**src/rtl/hiscore_pkg.sv**
```systemverilog
// Shared types and constants for the hiscore engine and its work-RAM port mux.
package hiscore_pkg;
   typedef enum logic [2:0] {
      CPU_OWN    = 3'd0,
      PAUSE_WAIT = 3'd1,
      SETTLE     = 3'd2,
      HS_OWN     = 3'd3,
      RELEASE    = 3'd4
   } mux_state_t;

   localparam int SETTLE_W  = 4;
   localparam int TIMEOUT_W = 16;

   // ioctl download indices understood by the hiscore engine
   localparam logic [7:0] IOCTL_INDEX_CONFIG = 8'd3;
   localparam logic [7:0] IOCTL_INDEX_DUMP   = 8'd4;
endpackage

```
**src/rtl/hs_down_counter.sv**
```systemverilog
// Loadable down counter with a zero flag; holds at zero instead of wrapping.
module hs_down_counter #(
   parameter int W = 4
) (
   input  logic         clk,
   input  logic         reset,
   input  logic         load,
   input  logic [W-1:0] load_value,
   input  logic         dec,
   output logic         zero
);
   logic [W-1:0] count_q, count_d;

   always_comb begin
      count_d = count_q;
      if (load) begin
         count_d = load_value;
      end else if (dec && (count_q != '0)) begin
         count_d = count_q - W'(1);
      end
   end

   always_ff @(posedge clk or posedge reset) begin
      if (reset) begin
         count_q <= '0;
      end else begin
         count_q <= count_d;
      end
   end

   assign zero = (count_q == '0);
endmodule

```
**src/rtl/hiscore_ram_mux.sv**
```systemverilog
// Hands the game work-RAM port between the CPU and the hiscore engine via a halt handshake.
// Optional halt-acknowledge watchdog and hs_timeout port: define HISCORE_MUX_TIMEOUT_EN.
module hiscore_ram_mux
   import hiscore_pkg::*;
#(
   parameter int ADDRESSWIDTH   = 10,
   parameter int DATAWIDTH      = 8,
   parameter int SETTLE_CYCLES  = 2,
   parameter int TIMEOUT_CYCLES = 65535
) (
   input  logic                    clk,
   input  logic                    reset,
   input  logic                    hs_pause_req,
   input  logic [ADDRESSWIDTH-1:0] hs_address,
   input  logic [DATAWIDTH-1:0]    hs_wdata,
   input  logic                    hs_write,
   output logic [DATAWIDTH-1:0]    hs_rdata,
   output logic                    hs_grant,
   output logic                    hs_write_dropped,
`ifdef HISCORE_MUX_TIMEOUT_EN
   output logic                    hs_timeout,
`endif
   input  logic [ADDRESSWIDTH-1:0] cpu_address,
   input  logic [DATAWIDTH-1:0]    cpu_wdata,
   input  logic                    cpu_cs,
   input  logic                    cpu_write,
   input  logic                    cpu_idle,
   output logic                    cpu_pause,
   output logic [DATAWIDTH-1:0]    cpu_rdata,
   output logic [ADDRESSWIDTH-1:0] ram_address,
   output logic [DATAWIDTH-1:0]    ram_wdata,
   output logic                    ram_write,
   input  logic [DATAWIDTH-1:0]    ram_rdata
);
   localparam logic [SETTLE_W-1:0] SETTLE_LOAD = SETTLE_W'(SETTLE_CYCLES - 1);

   if (SETTLE_CYCLES < 1 || SETTLE_CYCLES > 15 || TIMEOUT_CYCLES < 1 || TIMEOUT_CYCLES > 65535) begin : g_bad_params
      $fatal(1, "hiscore_ram_mux: SETTLE_CYCLES must be 1..15, TIMEOUT_CYCLES 1..65535");
   end

   mux_state_t             state_q, state_d;
   logic                   settle_load, settle_dec, settle_zero;
   logic                   cpu_pause_q, cpu_pause_d;
   logic                   hs_grant_q, hs_grant_d;
   logic                   hs_write_dropped_q, hs_write_dropped_d;
   logic [DATAWIDTH-1:0]   hs_rdata_q, hs_rdata_d;
   logic [DATAWIDTH-1:0]   cpu_rdata_q, cpu_rdata_d;

   hs_down_counter #(.W(SETTLE_W)) u_settle (
      .clk        (clk),
      .reset      (reset),
      .load       (settle_load),
      .load_value (SETTLE_LOAD),
      .dec        (settle_dec),
      .zero       (settle_zero)
   );

`ifdef HISCORE_MUX_TIMEOUT_EN
   localparam logic [TIMEOUT_W-1:0] TIMEOUT_LOAD = TIMEOUT_W'(TIMEOUT_CYCLES - 1);
   logic wd_load, wd_zero, tmo_fire;
   logic hs_timeout_q, hs_timeout_d;

   // Reloaded on every entry so an aborted pause never shortens the next wait
   assign wd_load = (state_d == PAUSE_WAIT) && (state_q != PAUSE_WAIT);

   hs_down_counter #(.W(TIMEOUT_W)) u_watchdog (
      .clk        (clk),
      .reset      (reset),
      .load       (wd_load),
      .load_value (TIMEOUT_LOAD),
      .dec        (state_q == PAUSE_WAIT),
      .zero       (wd_zero)
   );

   assign hs_timeout_d = hs_timeout_q | tmo_fire;

   always_ff @(posedge clk or posedge reset) begin
      if (reset) begin
         hs_timeout_q <= 1'b0;
      end else begin
         hs_timeout_q <= hs_timeout_d;
      end
   end

   assign hs_timeout = hs_timeout_q;
`endif

   always_comb begin
      state_d     = state_q;
      settle_load = 1'b0;
      settle_dec  = 1'b0;
`ifdef HISCORE_MUX_TIMEOUT_EN
      tmo_fire    = 1'b0;
`endif
      case (state_q)
         CPU_OWN: begin
            if (hs_pause_req) state_d = PAUSE_WAIT;
         end
         PAUSE_WAIT: begin
            if (!hs_pause_req) begin
               state_d = CPU_OWN;
            end else if (cpu_idle) begin
               state_d     = SETTLE;
               settle_load = 1'b1;
            end
`ifdef HISCORE_MUX_TIMEOUT_EN
            else if (wd_zero) begin
               state_d     = SETTLE;
               settle_load = 1'b1;
               tmo_fire    = 1'b1;
            end
`endif
         end
         SETTLE: begin
            if (!hs_pause_req) begin
               state_d = RELEASE;
            end else if (settle_zero) begin
               state_d = HS_OWN;
            end else begin
               settle_dec = 1'b1;
            end
         end
         HS_OWN: begin
            if (!hs_pause_req) state_d = RELEASE;
         end
         RELEASE: state_d = CPU_OWN;
         default: state_d = CPU_OWN;
      endcase
   end

   // The CPU may still write while it winds down in PAUSE_WAIT; nobody writes in SETTLE or RELEASE
   always_comb begin
      ram_address = cpu_address;
      ram_wdata   = cpu_wdata;
      ram_write   = 1'b0;
      case (state_q)
         CPU_OWN, PAUSE_WAIT: ram_write = cpu_cs & cpu_write;
         SETTLE: begin
            ram_address = hs_address;
            ram_wdata   = hs_wdata;
         end
         HS_OWN: begin
            ram_address = hs_address;
            ram_wdata   = hs_wdata;
            ram_write   = hs_write;
         end
         default: ;
      endcase
   end

   always_comb begin
      cpu_pause_d        = (state_d != CPU_OWN);
      hs_grant_d         = (state_d == HS_OWN);
      hs_rdata_d         = (state_q == HS_OWN) ? ram_rdata : hs_rdata_q;
      cpu_rdata_d        = (state_q == CPU_OWN) ? ram_rdata : cpu_rdata_q;
      hs_write_dropped_d = hs_write_dropped_q | (hs_write && (state_q != HS_OWN));
   end

   always_ff @(posedge clk or posedge reset) begin
      if (reset) begin
         state_q            <= CPU_OWN;
         cpu_pause_q        <= 1'b0;
         hs_grant_q         <= 1'b0;
         hs_write_dropped_q <= 1'b0;
         hs_rdata_q         <= '0;
         cpu_rdata_q        <= '0;
      end else begin
         state_q            <= state_d;
         cpu_pause_q        <= cpu_pause_d;
         hs_grant_q         <= hs_grant_d;
         hs_write_dropped_q <= hs_write_dropped_d;
         hs_rdata_q         <= hs_rdata_d;
         cpu_rdata_q        <= cpu_rdata_d;
      end
   end

   assign cpu_pause        = cpu_pause_q;
   assign hs_grant         = hs_grant_q;
   assign hs_write_dropped = hs_write_dropped_q;
   assign hs_rdata         = hs_rdata_q;
   assign cpu_rdata        = cpu_rdata_q;
endmodule

```
**config.mk**
```make
export PLATFORM = sky130hd
export DESIGN_NAME = hiscore_ram_mux
export DESIGN_NICKNAME = d
export VERILOG_FILES = /design/src/rtl/hiscore_pkg.sv /design/src/rtl/hs_down_counter.sv /design/src/rtl/hiscore_ram_mux.sv
export SDC_FILE = /design/constraint.sdc
export NUM_CORES = 1
export LEC_CHECK = 0
export ABC_AREA = 1
export CAP_MARGIN = 20
export CORE_MARGIN = 4
export CORE_UTILIZATION = 39
export DETAILED_ROUTE_END_ITERATION = 8
export PLACE_DENSITY = 0.85
export SLEW_MARGIN = 40
export SYNTH_ARGS = -nofsm -noshare
export SYNTH_HDL_FRONTEND = slang
export SYNTH_SLANG_ARGS = --single-unit
```
**constraint.sdc**
```tcl
create_clock -name clk -period 2.9 [get_ports clk]
set_input_delay 0.435 -clock clk [delete_from_list [all_inputs] [get_ports clk]]
set_output_delay 0.435 -clock clk [all_outputs]
set_load 0.005 [all_outputs]
```
==> impl_results.md, run 1 <==
- M1 GR Usage: 0.2179
- Setup crit start kind: register
- Met2 Use GR: 0.2965
- Dpl hpwl: 2967 um
- Clk_lat worst skew: 0.33 ns
- Lkg Pwr: 1.134 nW
- Worst vdd ir: 0.4819 mV
- RR Endpoint: hs_write_dropped$_DFF_PP0_
- GRT met3 Usage: 0.04926
- Syn Nets: 232
- Clk buf depth: 2
- Nets: 322
- Port bufs: 88
- Non-filler cells, final: 315
- Root buffer cell: clkbuf_4
- Placer Congestion: 0.8893
- R2R depth: 3
- Slew at the pin with the worst max-slew slack: 0.3951 ns
- Antenna violations before repair: 0
- Residual DRC count: 0
- Worst setup EP type: output port
- ANT cells: 0
- Layout fillers: 268
- Post-Syn Instances: 180
- Gr ovfl total: 0
- Fmax: 402.8 MHz
- Syn_area_per_cell: 7.764 um^2
- Most common cell after layout, fill and taps aside: clkdlybuf4s50_1
- WL final: 3765 um
- Core area: 0.003390 mm^2
- Initial DRC count: 64
- Post-route ant nets: 0
- Core Rows: 21
- Main synth FF type: dfrtp_1
- Die ar.: 0.004605 mm^2
- Placed cell count: 311
- Fin crit period: 2.483 ns
- Total CTS buffers: 3
- Synthesized cell area: 0.001398 mm^2
- Largest net degree at the start of global routing: 27
- DR vias: 1392
- CTS tree: done
- Count of final hold-check violations: 0
- Maximum Capacitance Violations: 0
- Seq/Total Area, Yosys: 0.4655
- Post-synth EDFFs: 0
- Total global-route track usage: 0.1733
- I/O pins: 89
- Global-route wire length before repair: 6078 um
- Layout area overhead: 68.40%
- Busiest grt layer: met2
- Vias in the first global route: 1332
- Clk pin slew, worst setup/hold paths: 0.15 ns
- Die width: 67.86 um
- Worst Skew: 0.007252 ns
- Warning count from the yosys run: 0
- Worst reg2reg setup slack: 1.50 ns
- H-Tree Depth: 1
- Period utilization: 0.8561
- Register bit count reported by yosys: 26
- 1st-pass router iterations: 4
- Commonest cells after routing, fill and taps aside: clkdlybuf4s50_1, nand2_1, dfrtp_1
- # hold bufs at CTS: 0
- PostCTS Resize Cnt: 0
- RR Startpoint: state_q[2]$_DFF_PP0_
- Critical Path Fanout Max: 19
- Number of setup violations in the final report: 0
- Via density: 4.419
- CP required: 2.47 ns
- WL/cell: 11.95 um
- CP Class: register to output port
- Hold WC Path Type: input pin to asynchronous set/reset pin
- Worst rel slew slack: 0.7360
- Synth unique cells: 20
- RSZ-0062 raised after global routing: false
- Critical Path AT: 2.05 ns
- Share of layout cells above drive strength 1: 0.09665
- Die height: 67.86 um
- Starting Density: 0.4123
- CTS sink cnt: 26
- Asr flop ratio synth: 1.000
- Slew Viols, Final: 0
- Post-route setup TNS: 0 ns
- Power density over cell area: 659.1 mW/mm^2
- Setup repair bufs after CTS: 0
- Outcome: completed
state kept, by name, indices dropped and copies added (netlist names):
signal            count
cpu_rdata             8
u_settle.count_q      4
cpu_pause             1
hs_grant              1
hs_write_dropped      1
hs_rdata              8
state_q               3
metal layers:
layer / share of wire / up-vias / wire (um)
met5: 0 / - / 0
met4: 0.0088 / 0 / 33
met3: 0.057 / 4 / 216
met2: 0.52 / 33 / 1970
met1: 0.41 / 620 / 1544
li1: - / 735 / -
power by group:
group	leakage, nW	switching (W)	internal (W)
sequential	0.319	0.0000882	0.000489
clock	0.0279	0.000115	0.000140
combinational	0.788	0.000301	0.000418
total	1.13	0.000504	0.00105
critical path: stages (launching register included):
cell and delay [ns]:
dfrtp_1 0.48, nor2_4 0.37, inv_2 0.25, nand2_1 0.12, nand2_1 0.05, clkdlybuf4s50_1 0.44
final cells by class:
class / instances / area, um^2 / share of cell area
clock buffers: 3 / 22.52 / 0.009569
clock inverters: 1 / 30.03 / 0.01276
inverters: 18 / 67.56 / 0.02871
multi-input cells: 131 / 629.4 / 0.2674
flip-flops and latches: 26 / 650.6 / 0.2764
well taps: 46 / 57.56 / 0.02446
repair buffers: 90 / 895.9 / 0.3806
per-stage QoR:
step | total power [W] | hold WS, ns | area [um^2] | setup WS, ns | utilization
2_1_floorplan | 0.0009128 | 0.4510 | 1398 | 1.515 | -
6_report | 0.001551 | 0.4334 | 2354 | 0.4173 | 0.6944
5_1_grt | 0.001670 | 0.4398 | 2354 | 0.2451 | 0.6944
3_3_place_gp | 0.001293 | 0.4473 | 2301 | 0.7441 | 0.6788
4_1_cts | 0.001558 | 0.4506 | 2354 | 0.4035 | 0.6944
3_5_place_dp | 0.001306 | 0.4557 | 2301 | 0.7682 | 0.6788
Yosys cell counts, types with 2 or more instances:
cell | n | area, um^2
inv_2 | 3 | 11.26
inv_1 | 15 | 56.30
nor2_1 | 7 | 26.28
nor2_4 | 2 | 22.52
o21ai_2 | 8 | 70.07
buf_6 | 4 | 45.04
nand2_2 | 4 | 25.02
dfrtp_1 | 26 | 650.6
o21ai_0 | 9 | 45.04
nand2_1 | 81 | 304.0
nand3_1 | 12 | 60.06
worst max-delay path by stage:
stage / start / end / slack, ns
after global routing: state_q[2]$_DFF_PP0_ / ram_address[2] / 0.25
final: state_q[2]$_DFF_PP0_ / ram_wdata[7] / 0.42
after global placement: cpu_cs / ram_write / 0.74
after CTS: state_q[2]$_DFF_PP0_ / ram_address[9] / 0.40
after detailed placement: state_q[2]$_DFF_PP0_ / ram_address[9] / 0.77
after floorplan: state_q[2]$_DFF_PP0_ / ram_address[0] / 1.51
cells by family (layout without fill, tap and decap cells):
logic type,after synthesis,after routing,share of synthesized area
AND/OR/NAND/NOR,109,109,0.3402
flip-flops,26,26,0.4655
buffers and inverters,23,112,0.08414
AO/OA/AOI/OAI,20,20,0.09489
adder cells (fa/ha/maj),1,1,0.008951
XOR/XNOR,1,1,0.006268
No activity file was read; power rests on OpenSTA's default activity.
==> run 2, diff against run 1 <==
- ABC_AREA: 1 -> unset
- ABC_CLOCK_PERIOD_IN_PS: unset -> 2900
- CAP_MARGIN: 20 -> 5
- CORE_UTILIZATION: 39 -> 38
- PLACE_DENSITY: 0.85 -> 0.84
==> run 2 against run 1 <==
  * Critical path depth decreased by 1
  * Routed wire length decreased by 2.5%
  * Total power decreased by 16%
  * Sequential share of layout area increased by 0.79 points
  * Worst hold slack improved by 0.044 ns
  * Utilization decreased by 1.9 points
  * Highest routed layer unchanged
==> impl_results.md, run 2 <==
- Final setup margin: 0.3852 ns
- Most common cell after layout, fill and taps aside: clkdlybuf4s50_1
- Post-synth EDFFs: 0
- Register bit count reported by yosys: 26
- Critical Path Fanout Max: 20
- ANT cells: 0
- Clk pin slew, worst setup/hold paths: 0.12 ns
- Residual DRC count: 0
- Hold WC Path Type: input pin to asynchronous set/reset pin
- Worst vdd ir: 0.2049 mV
- Critical Path AT: 2.08 ns
- Syn Nets: 156
- Cell accounting for the most synthesized area: dfrtp_1
- Die ar.: 0.004574 mm^2
- Clk_lat worst skew: 0.30 ns
- PostCTS Resize Cnt: 0
- Xor/xnor share of the synthesized area: 0
- Fin crit period: 2.515 ns
- Via density: 4.950
- Largest net degree at the start of global routing: 27
- Post-route ant nets: 0
- Syn_area_per_cell: 12.99 um^2
- WL final: 3670 um
- Mux share of post-synthesis cell area: 0.3204
- Slew Viols, Final: 0
- Synth unique cells: 30
- R2R depth: 4
- I/O pins: 89
- Synth area leaders: dfrtp_1, mux2_2, mux2_4
- Nets: 246
- CTS sink cnt: 26
- Setup repair bufs after CTS: 0
- Share of layout cells above drive strength 1: 0.2292
- Core Rows: 21
- WL/cell: 15.42 um
- Initial DRC count: 30
- Power density over cell area: 571.1 mW/mm^2
- Worst reg2reg setup slack: 1.01 ns
- RSZ-0062 raised after global routing: false
- Number of setup violations in the final report: 0
- Top cells by count, synth: dfrtp_1, mux2_2, mux2_4
- Antenna violations before repair: 0
- Starting Density: 0.3987
- Total CTS buffers: 3
- Count of final hold-check violations: 0
- Post-route setup TNS: 0 ns
- Vias in the first global route: 1214
- Worst rel slew slack: 0.6377
- Post-synthesis adder-cell area fraction: 0.009259
- DR vias: 1178
- Port bufs: 88
- Die height: 67.63 um
- Commonest cells after routing, fill and taps aside: clkdlybuf4s50_1, mux2_2, dfrtp_1
- Total global-route track usage: 0.1641
- 1st-pass router iterations: 4
- Dpl ws: 0.7181 ns
- Area share of the largest cell type after synthesis: 0.4815
- CP Class: register to output port
- Global-route wire length before repair: 5630 um
- Synthesized cell area: 0.001351 mm^2
- Outcome: completed
- Period utilization: 0.8672
- Warning count from the yosys run: 0
- Layout area overhead: 69.35%
- Main synth FF type: dfrtp_1
- Dpl hpwl: 3094 um
- CTS tree: done
- Clk buf depth: 2
- Die width: 67.63 um
- Maximum Capacitance Violations: 0
- Asr flop ratio synth: 1.000
- # hold bufs at CTS: 0
- Worst setup EP type: output port
- Placer Congestion: 0.8849
- Gr ovfl total: 0
- Seq/Total Area, Yosys: 0.4815
- Core area: 0.003390 mm^2
- Slew at the pin with the worst max-slew slack: 0.5434 ns
- Synth Area in Simple Gates: 0.1139
- Post-Syn Instances: 104
- Worst Skew: 0.0008527 ns
- Lkg Pwr: 0.9625 nW
- CP required: 2.47 ns
- Fmax: 397.6 MHz
- Compound-Gate Fraction of Synth Area: 0.04074
- Setup crit start kind: register
- Root buffer cell: clkbuf_4
- H-Tree Depth: 1
- Largest family of logic cells by synthesized area: multiplexers
[run 2: changes by cell type in the layout (fill, tap and decap cells not counted), sizes merged, moves of 2 or more]
cell,change
or2,+2
nor3,+2
nand3b,+2
mux2,+34
nor2,-4
nand2b,+3
nand2,-85
a31oi,+2
inv,-14
nand3,-11
o21ai,-15
mux2i,+2
[run 2: logic make-up (layout without fill, tap and decap cells)]
group | count (synthesis) | after routing
AOI/OAI and AO/OA | 9 | 9
buffers and inverters | 8 | 96
adders and majority gates | 1 | 1
DFF | 26 | 26
and+or+nand+nor | 24 | 24
muxes | 36 | 36
[run 2: path summary, 6_finish.rpt]
path	to	start
max in group asynchronous	cpu_rdata[3]$_DFFE_PP0P_	reset
worst min register to register	hs_write_dropped$_DFF_PP0_	hs_write_dropped$_DFF_PP0_
worst max register to register	hs_rdata[2]$_DFFE_PP0N_	state_q[2]$_DFF_PP0_
worst max-delay path	ram_wdata[7]	state_q[2]$_DFF_PP0_
min in group clk	hs_write_dropped$_DFF_PP0_	hs_write_dropped$_DFF_PP0_
worst min-delay path	hs_rdata[2]$_DFFE_PP0N_	reset
[run 2: metrics by stage]
step | hold WS, ns | total power, W | cell area [um^2] | util | cells
2_1_floorplan | 0.4563 | 0.0008222 | 1351 | - | 104
3_3_place_gp | 0.4411 | 0.001156 | 2266 | 0.6685 | 235
3_5_place_dp | 0.4606 | 0.001181 | 2266 | 0.6685 | 235
4_1_cts | 0.4877 | 0.001326 | 2288 | 0.6752 | 238
5_1_grt | 0.5117 | 0.001404 | 2288 | 0.6752 | 238
6_report | 0.4770 | 0.001307 | 2288 | 0.6752 | 238
[run 2: area by class of cell]
class | count | area (um^2)
fillers | 246 | 1101
inverters | 4 | 15.01
flip-flops and latches | 26 | 650.6
multi-input cells | 70 | 654.4
clock buffers | 3 | 22.52
repair buffers | 89 | 888.4
well taps | 46 | 57.56
[run 2: power by group]
part | leakage, nW | switching, W | internal (W) | total [W]
clock network | 0.0138 | 0.0000924 | 0.0000484 | 0.000141
logic | 0.638 | 0.000189 | 0.000428 | 0.000617
registers | 0.310 | 0.0000740 | 0.000475 | 0.000549
total | 0.962 | 0.000355 | 0.000951 | 0.00131
[run 2: critical path, cell delays in order (launching register included)]
cell             delay (ns)
dfrtp_1                0.52
nand2b_1               0.16
buf_4                  0.27
mux2_2                 0.37
clkdlybuf4s50_1        0.47
[run 2: metal layers]
metal	part of all wire	track usage	vias to the layer above
li1	-	-	555
met1	0.40	0.1988	554
met2	0.51	0.2892	67
met3	0.091	0.03161	2
met4	0.0022	0.05316	0
met5	0	0	-
==> run 3, diff against run 2 <==
- GPL_TIMING_DRIVEN: unset -> 0
==> run 3 against run 2 <==
  * Count of clock-buffer cells in the layout up 1
  * Via count shrank 0.68%
  * Combinational power increased by 0.6%
  * Sequential power barely moved
  * Sequential share of layout area shrank 0.46 points
  * Final cell count up 1.7%
  * Non-clock buffer count up 3
  * Clock skew grew 0.00078 ns
  * Sequential cell count unchanged
  * Critical path depth is 1 higher
  * Global-route usage shrank 0.24 points
  * Critical endpoint is now ram_address[8]
  * Largest power group unchanged
  * Highest routed layer unchanged
==> impl_results.md, run 3 (same netlist as run 2, synthesis figures left out) <==
- Period utilization: 0.8963
- Vias in the first global route: 1255
- Worst Skew: 0.001631 ns
- Outcome: completed
- Dpl hpwl: 3064 um
- CTS tree: done
- Gr ovfl total: 0
- Count of final hold-check violations: 0
- Maximum Capacitance Violations: 0
- Worst vdd ir: 0.1997 mV
- Crit-path most repeated cell: buf_4
- Worst path bufs/invs: 3
- I/O pins: 89
- Clk pin slew, worst setup/hold paths: 0.13 ns
- Setup repair bufs after CTS: 0
- Core Rows: 21
- Hold path cells: 1
- Final Cell Area: 0.002326 mm^2
- Share of layout cells above drive strength 1: 0.2449
- Placer Congestion: 0.8646
- Critical Path AT: 2.16 ns
- Core area: 0.003390 mm^2
- Worst reg2reg setup slack: 1.33 ns
- CP required: 2.47 ns
- # hold bufs at CTS: 0
- Worst rel slew slack: 0.6538
- RSZ-0062 raised after global routing: false
- CP Class: register to output port
- CP delay by family, top: buffers and inverters
- Layout area overhead: 72.13%
- Port bufs: 88
- Hold Path End: hs_write_dropped$_DFF_PP0_
- Most common cell after layout, fill and taps aside: clkdlybuf4s50_1
- Post-route setup TNS: 0 ns
- WL/cell: 15.21 um
- PostCTS Resize Cnt: 0
- Lkg Pwr: 0.9851 nW
- RR Startpoint: u_settle.count_q[0]$_DFFE_PP0P_
- ANT cells: 0
- Die height: 67.63 um
- CTS sink cnt: 26
- Number of setup violations in the final report: 0
- Clk buf depth: 2
- Nets: 249
- Die ar.: 0.004574 mm^2
- H-Tree Depth: 1
- Area post-placement: 0.002290 mm^2
- R2R depth: 5
- Total CTS buffers: 3
- Initial DRC count: 38
- Power density over cell area: 579.6 mW/mm^2
- CP cell instances: nand2b_1 -> buf_4 -> buf_4 -> mux2_2 -> clkdlybuf4s50_1
- Via density: 4.835
- Slew Viols, Final: 0
- Global-route wire length before repair: 5561 um
- Commonest cells after routing, fill and taps aside: clkdlybuf4s50_1, mux2_2, dfrtp_1
- Worst Hold Launch: hs_write_dropped$_DFF_PP0_
- Critical path's largest stage delay: 0.51 ns
- 1st-pass router iterations: 3
- Clk_lat worst skew: 0.31 ns
- Setup crit start kind: register
- Slew at the pin with the worst max-slew slack: 0.5186 ns
- RR Endpoint: u_settle.count_q[2]$_DFFE_PP0P_
- Antenna violations before repair: 0
- Critical-path top delay cell: dfrtp_1
- Hold WC Path Type: register to register
- Residual DRC count: 0
- Largest net degree at the start of global routing: 27
- Root buffer cell: clkbuf_4
- Fmax: 384.7 MHz
- Fin crit period: 2.599 ns
- DR vias: 1170
- Total global-route track usage: 0.1617
- WL final: 3682 um
- Post-route ant nets: 0
- Starting Density: 0.3987
- Worst setup EP type: output port
- Critical Path Fanout Max: 10
- Die width: 67.63 um
[run 3: changes by cell type in the layout (fill, tap and decap cells not counted)]
cell / previous run / this run
buf_4: 1 / 2
clkbuf_8: 0 / 1
buf_6: 0 / 1
buf_2: 0 / 1
[run 3: area by class of cell]
class                           instances  area, um^2
Timing Repair Buffer                   88       880.8
Buffer                                  4       31.28
Tap cell                               46       57.56
Clock buffer                            4       36.28
Inverter                                4       15.01
Multi-Input combinational cell         70       654.4
Sequential cell                        26       650.6
Fill cell                             258        1064
[run 3: worst max path at each step]
stage | startpoint | to | cells past startpoint
finish | state_q[2]$_DFF_PP0_ | ram_address[8] | 5
global route | state_q[2]$_DFF_PP0_ | ram_address[6] | 5
CTS | state_q[2]$_DFF_PP0_ | ram_address[7] | 5
detailed placement | state_q[2]$_DFF_PP0_ | ram_address[7] | 5
global placement | state_q[2]$_DFF_PP0_ | ram_address[7] | 5
floorplan | state_q[1]$_DFF_PP0_ | ram_address[0] | 5
[run 3: where the power goes]
group	switching [W]	total [W]	internal [W]
logic	0.000190	0.000621	0.000431
clock network	0.000102	0.000178	0.0000767
registers	0.0000733	0.000548	0.000475
[run 3: per-layer routing]
layer	track usage	vias up	routed length, um
met5	0	-	0
met4	0.06835	0	57
met3	0.03827	6	372
met2	0.2904	61	1863
met1	0.1804	544	1389
li1	-	559	-
[run 3: per-stage QoR]
| stage | hold slack, ns | instances | utilization | power, W | setup slack, ns |
|---|---|---|---|---|---|
| after detailed placement | 0.4470 | 238 | 0.6755 | 0.001183 | 0.6556 |
| final | 0.4728 | 242 | 0.6862 | 0.001348 | 0.3007 |
| after global routing | 0.4849 | 242 | 0.6862 | 0.001439 | 0.1464 |
| after floorplan | 0.4563 | 104 | - | 0.0008222 | 1.217 |
| after CTS | 0.4775 | 242 | 0.6862 | 0.001360 | 0.2850 |
| after global placement | 0.4500 | 238 | 0.6755 | 0.001160 | 0.6896 |
[run 3: worst register-to-register path, delay by kind of cell (launching register included)]
kind	cells	cell delay [ns]
DFF	1	0.43
buffers and inverters	1	0.08
muxes	1	0.11
and+or+nand+nor	2	0.68
adders and majority gates	1	0.18
